[src/rtl/data_memory_pkg.sv]
// data_memory_pkg
// Shared definitions for the data_memory block: the controller state encoding
// and the word-depth derivation used by the RAM and its controller.
package data_memory_pkg;

    typedef enum logic [1:0] {
        CLEAR = 2'd0,
        LOAD  = 2'd1,
        RUN   = 2'd2
    } state_t;

    // Number of words addressable with addr_width address bits.
    function automatic int mem_depth(input int addr_width);
        return 1 << addr_width;
    endfunction

endpackage

[src/rtl/data_memory_array.sv]
// data_memory_array
// Single-port word RAM with a registered read port.
//
// Optional feature macro: DATA_MEMORY_WRITE_FIRST_EN
//   undefined : read-during-write returns the old word (read-first)
//   defined   : read-during-write returns the word being written (write-first)
//
// Ports:
//   clk    in   clock
//   we     in   write enable for addr
//   addr   in   shared read/write word address
//   wdata  in   write data
//   rdata  out  read data, registered (valid the cycle after addr)
module data_memory_array
    import data_memory_pkg::*;
#(
    parameter int ADDR_WIDTH = 6,
    parameter int DATA_WIDTH = 16
) (
    input  logic                  clk,
    input  logic                  we,
    input  logic [ADDR_WIDTH-1:0] addr,
    input  logic [DATA_WIDTH-1:0] wdata,
    output logic [DATA_WIDTH-1:0] rdata
);

    localparam int DEPTH = mem_depth(ADDR_WIDTH);

    logic [DATA_WIDTH-1:0] mem [DEPTH];

    always_ff @(posedge clk) begin
        if (we) begin
            mem[addr] <= wdata;
        end
`ifdef DATA_MEMORY_WRITE_FIRST_EN
        // Only one port, so a write always targets the address being read.
        rdata <= we ? wdata : mem[addr];
`else
        rdata <= mem[addr];
`endif
    end

endmodule

[src/rtl/data_memory.sv]
// data_memory
// Word-addressed RAM for the CPU. After reset it zero-fills itself (CLEAR),
// accepts a program image over a valid/ready stream (LOAD), then releases the
// CPU via cpu_run and serves reads/writes with one-cycle read latency (RUN).
//
// Optional feature macro: DATA_MEMORY_WRITE_FIRST_EN (write-first bypass on a
// same-cycle read/write of one address in RUN; default is read-first).
//
// Ports:
//   clk          in   clock
//   rst          in   synchronous active-high reset
//   mem_we       in   CPU write enable
//   mem_addr     in   CPU word address
//   mem_data     in   CPU write data
//   mem_in       out  registered read data to the CPU (0 outside RUN)
//   ld_valid     in   loader word valid
//   ld_data      in   loader word
//   ld_last      in   loader marks the final word
//   ld_ready     out  loader may transfer (high in LOAD)
//   cpu_run      out  high in RUN, one cycle behind the state; CPU reset_n
//   ld_count     out  words accepted from the loader, saturating at DEPTH
//   ld_overflow  out  sticky: image was longer than DEPTH words
module data_memory
    import data_memory_pkg::*;
#(
    parameter int ADDR_WIDTH = 6,
    parameter int DATA_WIDTH = 16
) (
    input  logic                  clk,
    input  logic                  rst,
    input  logic                  mem_we,
    input  logic [ADDR_WIDTH-1:0] mem_addr,
    input  logic [DATA_WIDTH-1:0] mem_data,
    output logic [DATA_WIDTH-1:0] mem_in,
    input  logic                  ld_valid,
    input  logic [DATA_WIDTH-1:0] ld_data,
    input  logic                  ld_last,
    output logic                  ld_ready,
    output logic                  cpu_run,
    output logic [ADDR_WIDTH:0]   ld_count,
    output logic                  ld_overflow
);

    localparam logic [ADDR_WIDTH-1:0] PTR_MAX   = '1;
    localparam logic [ADDR_WIDTH-1:0] PTR_ONE   = {{(ADDR_WIDTH-1){1'b0}}, 1'b1};
    localparam logic [ADDR_WIDTH:0]   COUNT_MAX = {1'b1, {ADDR_WIDTH{1'b0}}};
    localparam logic [ADDR_WIDTH:0]   COUNT_ONE = {{ADDR_WIDTH{1'b0}}, 1'b1};

    state_t                state;
    state_t                next_state;
    logic [ADDR_WIDTH-1:0] ptr;
    logic                  accept;
    logic                  arr_we;
    logic [ADDR_WIDTH-1:0] arr_addr;
    logic [DATA_WIDTH-1:0] arr_wdata;
    logic [DATA_WIDTH-1:0] arr_rdata;

    assign ld_ready = (state == LOAD);

    // Read data is registered in the array; gating with the registered
    // cpu_run keeps mem_in at 0 through reset, CLEAR, LOAD and the first RUN
    // cycle, whose read only becomes visible one cycle later anyway.
    assign mem_in = cpu_run ? arr_rdata : '0;

    always_comb begin
        next_state = state;
        accept     = 1'b0;
        arr_we     = 1'b0;
        arr_addr   = ptr;
        arr_wdata  = '0;
        case (state)
            CLEAR: begin
                arr_we = 1'b1;
                if (ptr == PTR_MAX) begin
                    next_state = LOAD;
                end
            end
            LOAD: begin
                accept    = ld_valid;
                arr_we    = ld_valid;
                arr_wdata = ld_data;
                // The final word, or a word landing in the top slot, ends the
                // load; anything after a top-slot word is an overflow.
                if (ld_valid && (ld_last || ptr == PTR_MAX)) begin
                    next_state = RUN;
                end
            end
            RUN: begin
                arr_we    = mem_we;
                arr_addr  = mem_addr;
                arr_wdata = mem_data;
            end
            default: begin
                next_state = CLEAR;
            end
        endcase
        // Reset takes priority over any write or transfer in the same cycle.
        if (rst) begin
            arr_we = 1'b0;
            accept = 1'b0;
        end
    end

    always_ff @(posedge clk) begin
        if (rst) begin
            state       <= CLEAR;
            ptr         <= '0;
            ld_count    <= '0;
            ld_overflow <= 1'b0;
            cpu_run     <= 1'b0;
        end else begin
            state   <= next_state;
            cpu_run <= (state == RUN);
            // The pointer wraps from PTR_MAX to 0, which leaves it at 0 on
            // entry to LOAD.
            if (state == CLEAR || accept) begin
                ptr <= ptr + PTR_ONE;
            end
            if (accept && ld_count != COUNT_MAX) begin
                ld_count <= ld_count + COUNT_ONE;
            end
            if (accept && ptr == PTR_MAX && !ld_last) begin
                ld_overflow <= 1'b1;
            end
        end
    end

    data_memory_array #(
        .ADDR_WIDTH (ADDR_WIDTH),
        .DATA_WIDTH (DATA_WIDTH)
    ) u_array (
        .clk   (clk),
        .we    (arr_we),
        .addr  (arr_addr),
        .wdata (arr_wdata),
        .rdata (arr_rdata)
    );

endmodule

[config.mk]
export PLATFORM = sky130hd
export DESIGN_NAME = data_memory
export DESIGN_NICKNAME = d
export VERILOG_FILES = /design/src/rtl/data_memory_pkg.sv /design/src/rtl/data_memory_array.sv /design/src/rtl/data_memory.sv
export SDC_FILE = /design/constraint.sdc
export NUM_CORES = 1
export LEC_CHECK = 0
export BUFFER_PORTS_ARGS = -buffer_cell sky130_fd_sc_hd__buf_4
export CORE_ASPECT_RATIO = 0.5
export CORE_UTILIZATION = 50
export CTS_BUF_LIST = sky130_fd_sc_hd__clkbuf_16
export CTS_CLUSTER_DIAMETER = 80
export DETAILED_ROUTE_END_ITERATION = 6
export PLACE_DENSITY = 0.66
export SLEW_MARGIN = 10
export SYNTH_ARGS = -nofsm -noshare
export SYNTH_HDL_FRONTEND = slang
export SYNTH_SLANG_ARGS = --single-unit
export TNS_END_PERCENT = 50
[constraint.sdc]
create_clock -name clk -period 11.1 [get_ports clk]
set_input_delay 2.22 -clock clk [delete_from_list [all_inputs] [get_ports clk]]
set_output_delay 2.22 -clock clk [all_outputs]
set_load 0.01 [all_outputs]
==> key figures, run 1 <==
Floorplan
  – Die width: 401 um
  – Core Area: roughly 0.078 mm2
  – Die area: 0.0806 mm2
  – # rows: 72
  – Initial Utilization: 50.9%
  – Die Y: 201 um
  – I/O pins: 69

Clock network
  – Num CTS Buffers: between 90 and 100
  – TritonCTS clock tree: built
  – Clk root buf: clkbuf_16
  – Post_cts resized: 0
  – Skew-Pair Late Insertion Delay: 670 ps
  – Post-CTS setup buffer count: 0
  – H-tree levels: 3
  – Worst-path clk slew: 70 ps
  – Hold-fix buffers, CTS: 0
  – Clock buffer depth: 3
  – # clock sinks: 1057

Setup path
  – Critical Path RT: 11700 ps
  – Startpoint types: primary input
  – Crit Path Max Fanout: 58
  – Crit path kind: in2reg
  – Critical path's most frequent cell: buf_4
  – Reg2reg setup slack: 6250 ps
  – Critical path capture point type: flop
  – R2r endpoint: u_array.rdata[13]
  – R2R depth: 10
  – Arr. time, crit path: 6230 ps
  – R2r startpoint: state[0]
  – CP bufs+invs: 3
  – CP top delay family: buffers and inverters
  – Worst path slowest cell: a31oi_1
  – Largest stage delay on the critical path: 850 ps
  – Worst path cell trace: buf_4, and4bb_4, buf_4, or2_4, buf_4, a222oi_1, a31oi_1, nor4_1, nand4_1

Route
  – WL per Instance: 32.1 um
  – Vias per Instance: 6.69
  – Total Routed Length: ~110000 um
  – Total iterations of the first detailed-routing run: 7
  – Initial DRC count: roughly 4200
  – DRC Markers: 0
  – Total via count in the routed design: 23900
  – Post-DRT Antenna Nets: 0

Synthesis
  – Cell Area, Synth: 0.0397 mm2
  – XOR/XNOR Fraction of Synth Area: 0.243%
  – Synth cell types: 49
  – Post-synth ARST share: 0%
  – Sequential area share after synthesis: 79.1%
  – Area share of fa/ha/maj cells after synthesis: 0.252%
  – Seq cells post-synth: 1057
  – Post-synthesis mux area share: 1.47%
  – Post-synthesis instance total: 2344
  – Simple logic cell fraction of the synthesized area: under 10%
  – Syn Area/Cell: 16.9 um2
  – Syn. warnings: 0
  – Post-synthesis compound-gate area fraction: around 12%
  – Post-synth top flop: edfxtp_1
  – Syn_nets: 2395
  – Number of flops mapped to enable cells by yosys: around 1000
  – Main combinational cell family by area after synthesis: compound AO/OA/AOI/OAI gates

Final layout
  – Non-Filler Instances: 3579
  – P&R area growth vs syn: 13.4%
  – Commonest non-fill, non-tap cell in the layout: edfxtp_1
  – Final core utilization: 57.8%
  – Final #Nets: 2513
  – Most frequent cells in the layout: edfxtp_1 (1024), a22oi_1 (233), o21ai_0 (191), buf_4 (181), nor2_1 (95)
  – Share of layout cells above drive strength 1: around 14%

Power and ir drop
  – VDD IR-drop max: 0.113 mV
  – P_leak: about 15 nW
  – PwrDens: around 180 mW/mm2

STA
  – Final Max Slew Viols: 0
  – Final setup vio count: 0
  – Final setup TNS: 0 ps
  – Final Hold Fails: 0
  – Worst-margin pin slew: 1330 ps
  – Peak Freq: about 0.18 GHz
  – Slew headroom: 10.9%
  – Final Skew: approximately 34 ps
  – Final worst-path cycle share: 50.7%
  – RSZ-0062 raised after global routing: no
  – Final Critical Period: approximately 5600 ps

Worst hold path
  – Hold EP: ld_overflow
  – Hold crit path type: reg2reg
  – Hold Path Depth: 2
  – Hold Startpoint: ld_overflow

Global routing
  – Largest net degree at the start of global routing: 112
  – Busiest grt layer: met2
  – Met2 Track Usage GR: 42.0%
  – Global-route wire length before repair: ~160000 um
  – GRT Overall Usage: 28.2%
  – Routing usage on met1: 40.6%
  – Met3 Resource Use GR: 7.00%
  – Remaining global-route overflow: 0
  – Vias in the first global route: 22700
  – Initial antenna violation count: 3

Outcome
  – Run status: finished, final reports clean

Placement
  – Post-Place Cells: 3404
  – Port Buffer Count: between 60 and 70
  – Gp weighted congestion: 0.911
  – HPWL after DPL: 65500 um

Flow run
  – Max cap viols: 0
registers in the layout, indices dropped and copies added (netlist names):
register       cells
ld_count           7
ptr                6
state              2
u_array.rdata     16
ld_overflow        1
cpu_run            1
u_array.mem     1024
through the flow:
| stage | hold WS (ps) | cell area, um2 | power, mW | setup WS [ps] |
|---|---|---|---|---|
| 2_1_floorplan | 503 | 39700 | 4.57 | 6650 |
| 3_3_place_gp | 454 | 41900 | 4.71 | 5060 |
| 3_5_place_dp | 464 | 41900 | 4.71 | 5050 |
| 4_1_cts | 480 | 45000 | 7.98 | 5730 |
| 5_1_grt | 532 | 45000 | 8.14 | 5570 |
| 6_report | 481 | 45000 | 7.96 | 5470 |
layout make-up:
class / count / area [um2]
Fill cell: 5746 / 32900
Sequential cell: 1057 / 31400
Multi-Input combinational cell: 1118 / 7740
Clock buffer: 94 / 2350
Timing Repair Buffer: 182 / 1380
Tap cell: 1036 / 1300
Clock inverter: 79 / 792
Inverter: 11 / 41.3
Antenna cell: 2 / 5.00
worst min-delay path: stages (launching register included):
cell and delay, ps:
dfxtp_1 330, a21oi_1 40, nor2_1 70
worst max-delay path by stage:
stage / startpoint / depth (start not counted) / slack [ps] / endpoint
after floorplan: rst / 4 / 6650 / u_array.mem[0][0]
after global placement: mem_addr[2] / 9 / 5060 / u_array.rdata[13]
after detailed placement: mem_addr[2] / 9 / 5050 / u_array.rdata[13]
after CTS: mem_addr[2] / 9 / 5730 / u_array.rdata[13]
after global routing: mem_addr[2] / 9 / 5570 / u_array.rdata[13]
final: mem_addr[2] / 9 / 5470 / u_array.rdata[13]
per-layer routing:
layer | vias to the layer above | routed length (um)
met1 | 12200 | 45400
met4 | 4 | 3660
met2 | 1608 | 51400
met5 | - | 26
li1 | 9870 | -
met3 | 203 | 14500
power by group:
group / internal, mW / switching, mW
registers: 4.33 / 0.0198
clock network: 1.88 / 1.45
logic: 0.0850 / 0.202
total: 6.29 / 1.68
cells in the mapped netlist, types with 2 or more instances:
library cell	n	area, um2
mux2_2	2	22.5
a221oi_1	2	17.5
a222oi_1	59	591
and4b_1	4	40.0
a31oi_1	84	526
a21oi_1	33	165
nor2b_1	17	106
and4_1	46	403
nand2b_1	2	12.5
and2_1	17	106
xor2_1	5	43.8
dfxtp_1	33	661
nor4b_1	5	43.8
o32ai_1	3	26.3
nand4_1	17	106
edfxtp_1	1024	30700
o32a_1	3	30.0
buf_1	7	26.3
inv_1	11	41.3
mux2i_1	56	561
and3_1	2	12.5
nand3_1	20	100
nor4bb_1	5	50.1
a211oi_1	2	15.0
a22o_1	25	219
xnor2_1	6	52.6
buf_6	10	113
a22oi_1	233	1750
nor4_1	18	113
buf_4	4	30.0
o31ai_1	13	97.6
buf_2	36	180
o21ai_0	191	956
nor2_1	97	364
clkbuf_1	100	375
a2bb2oi_1	51	447
nor3b_1	2	15.0
nand2_1	67	251
or2_1	6	37.5
or2_2	3	18.8
a31o_2	8	70.1
ha_1	8	100
logic make-up after synthesis:
kind of cell,count (synthesis)
and+or+nand+nor,330
DFF,1057
adders and majority gates,8
muxes,58
AOI/OAI and AO/OA,711
xor gates and xnor gates,11
buffers and inverters,169
Note: power is estimated with default switching activity, not from simulation.
==> inputs of run 2 (changes only) <==
Settings changed: PLACE_DENSITY 0.66 to 0.68.
Clock period 11.1 ns to 4.8 ns, I/O delays scaled along.
==> run 2 against run 1 <==
  * The flow now finishes with violations (design-rule violations)
  * Sequential share of layout area is 0.34 points lower
  * Sequential cell count stayed put
  * Cell count is 1.3% higher
  * Via count is 2.0% higher
  * Clock-buffer cell count is 1 higher
  * Non-clock buffer count is 52 higher
  * Global-route usage is 0.70 points higher
==> key figures, run 2 (synthesized netlist as in run 1, its figures left out) <==
STA
  – Final setup TNS: 0 ps (unchanged)
  – Final Critical Period: about 4300 ps
  – Peak Freq: 0.232 GHz
  – Final setup vio count: 0 (unchanged)
  – Final Max Slew Viols: 0 (unchanged)
  – Worst-margin pin slew: 1280 ps (-57.7 ps)
  – Final Hold Fails: 0 (unchanged)
  – Final worst-path cycle share: roughly nine tenths
  – Slew headroom: 14.7% (+3.8 points)
  – Final Skew: 22.1 ps (-11.8 ps)
  – RSZ-0062 raised after global routing: no
  – Hold WS: 496 ps (+15.5 ps)

Clock network
  – Post-CTS setup buffer count: 0 (unchanged)
  – TritonCTS clock tree: built
  – Skew-Pair Late Insertion Delay: 670 ps (about the same)
  – H-tree levels: 3 (unchanged)
  – Num CTS Buffers: 92 (unchanged)
  – Clock buffer depth: 3 (unchanged)
  – Hold-fix buffers, CTS: 0 (unchanged)
  – Post_cts resized: 0 (unchanged)
  – Worst-path clk slew: 70 ps (about the same)
  – # clock sinks: 1057 (unchanged)
  – Clk root buf: clkbuf_16

Power and ir drop
  – Power, Total: 17.8 mW (+120%)
  – P_leak: 15.1 nW (+0.67%)
  – PwrDens: 393 mW/mm2 (+120%)
  – VDD IR-drop max: 0.258 mV (+130%)

Final layout
  – Commonest non-fill, non-tap cell in the layout: edfxtp_1
  – Non-Filler Instances: 3626 (+1.3%)
  – Biggest regs: u_array.mem: 1024 flops, u_array.rdata: 16 flops, ld_count: 7 flops
  – Reg area: 0.0314 mm2 (unchanged)
  – P&R area growth vs syn: 14.0%
  – Design Area, Final: 0.0452 mm2 (+0.49%)
  – Most frequent cells in the layout: edfxtp_1 (1024), a22oi_1 (233), buf_4 (222), o21ai_0 (191), clkbuf_16 (95)
  – Biggest register: u_array.mem
  – Final #Nets: 2565 (+2.1%)
  – Share of layout cells above drive strength 1: 15.7% (+1.2 points)
  – Flip-flop count of the largest register after layout: 1024 (unchanged)
  – Multi-input gate area: 0.00775 mm2 (about the same)
  – Filler instances: 5726 (-0.35%)

Global routing
  – Vias in the first global route: 22900 (+0.70%)
  – Remaining global-route overflow: 0 (unchanged)
  – GRT Overall Usage: 28.9% (+0.70 points)
  – Global-route wire length before repair: 167000 um (+2.3%)
  – Initial antenna violation count: 5 (+2)
  – Largest net degree at the start of global routing: 65 (-42%)

Floorplan
  – Die Y: 201 um (unchanged)
  – Die width: 401 um (unchanged)
  – I/O pins: 69 (unchanged)
  – Die area: 0.0806 mm2 (unchanged)
  – Initial Utilization: 50.9% (unchanged)
  – # rows: 72 (unchanged)
  – Core Area: 0.0779 mm2 (unchanged)

Setup path
  – Startpoint types: flop
  – Crit path kind: reg2reg
  – Worst path cell trace: inv_1, ha_2, nor4b_1, or2_4, buf_12, buf_4, a222oi_1, a31oi_1, nor4_1, nand4_1
  – Critical Path RT: 5310 ps (-6390 ps)
  – Crit path launch: state[0]
  – Critical path capture point type: flop
  – Worst path slowest cell: nor4_1
  – Largest stage delay on the critical path: 820 ps (-30 ps)
  – R2r startpoint: state[0]
  – Arr. time, crit path: 4820 ps (-1410 ps)
  – Crit Path Max Fanout: 58 (unchanged)

Route
  – Total Routed Length: 118000 um (+2.6%)
  – Total iterations of the first detailed-routing run: 7 (unchanged)
  – WL per Instance: 32.5 um (+1.2%)
  – Post-DRT Antenna Nets: 0 (unchanged)
  – Initial DRC count: 4542 (+8.7%)
  – DRC Markers: 14 (+14)
  – Vias per Instance: 6.73 (+0.71%)
  – Total via count in the routed design: 24400 (+2.0%)

Worst hold path
  – Hold crit path type: reg2reg
  – Hold Startpoint: ld_overflow

Placement
  – Port Buffer Count: 68 (unchanged)
  – Placed cell area: 0.0424 mm2 (+1.2%)
  – Post-Place Cells: 3455 (+1.5%)
  – Gp weighted congestion: 0.896 (-1.6%)
  – HPWL after DPL: 71200 um (+8.7%)

Flow run
  – Max cap viols: 0 (unchanged)

Outcome
  – Run status: complete, but fails checks
  – Failing checks: design-rule violations
run 2: cell type report:
class / count / share of cell area (%)
tap: 1036 / 2.87
clock inverter: 73 / 0.996
clock buffer: 95 / 5.25
multi-input combinational: 1118 / 17.1
sequential: 1057 / 69.4
antenna: 2 / 0.0111
inverter: 11 / 0.0913
timing repair buffer: 234 / 4.21
run 2: power by group:
part / internal (mW) / switching [mW] / leakage [nW] / total [mW]
combinational: 0.224 / 0.459 / 2.94 / 0.683
sequential: 10.0 / 0.0285 / 10.7 / 10.0
clock: 3.84 / 3.23 / 1.48 / 7.07
total: 14.1 / 3.72 / 15.1 / 17.8
run 2: critical path: cells and delay by family (launching register included):
kind / cells / cell delay [ps]
AOI/OAI and AO/OA: 2 / 640
adders and majority gates: 1 / 690
buffers and inverters: 3 / 670
DFF: 1 / 360
and+or+nand+nor: 4 / 1710
run 2: per-stage QoR:
| step | setup WS [ps] | utilization [%] |
|---|---|---|
| floorplan | 897 | - |
| detailed placement | 612 | 54.4 |
| global route | 346 | 58.0 |
| CTS | 654 | 58.0 |
| global placement | 318 | 54.4 |
| finish | 488 | 58.1 |
run 2: final timing paths:
path,end,slack [ps],cells after the start
min,ld_overflow,500,2
max,u_array.rdata[0],490,10
max reg2reg,u_array.rdata[0],490,10
min reg2reg,ld_overflow,500,2
run 2: layer usage:
| layer | vias to the layer above | track usage [%] | wire, um |
|---|---|---|---|
| li1 | 9977 | - | - |
| met1 | 12200 | 42.4 | 44700 |
| met2 | 1998 | 42.6 | 51600 |
| met3 | 245 | 7.34 | 17800 |
| met4 | 4 | 8.94 | 3810 |
| met5 | - | 0 | 28 |
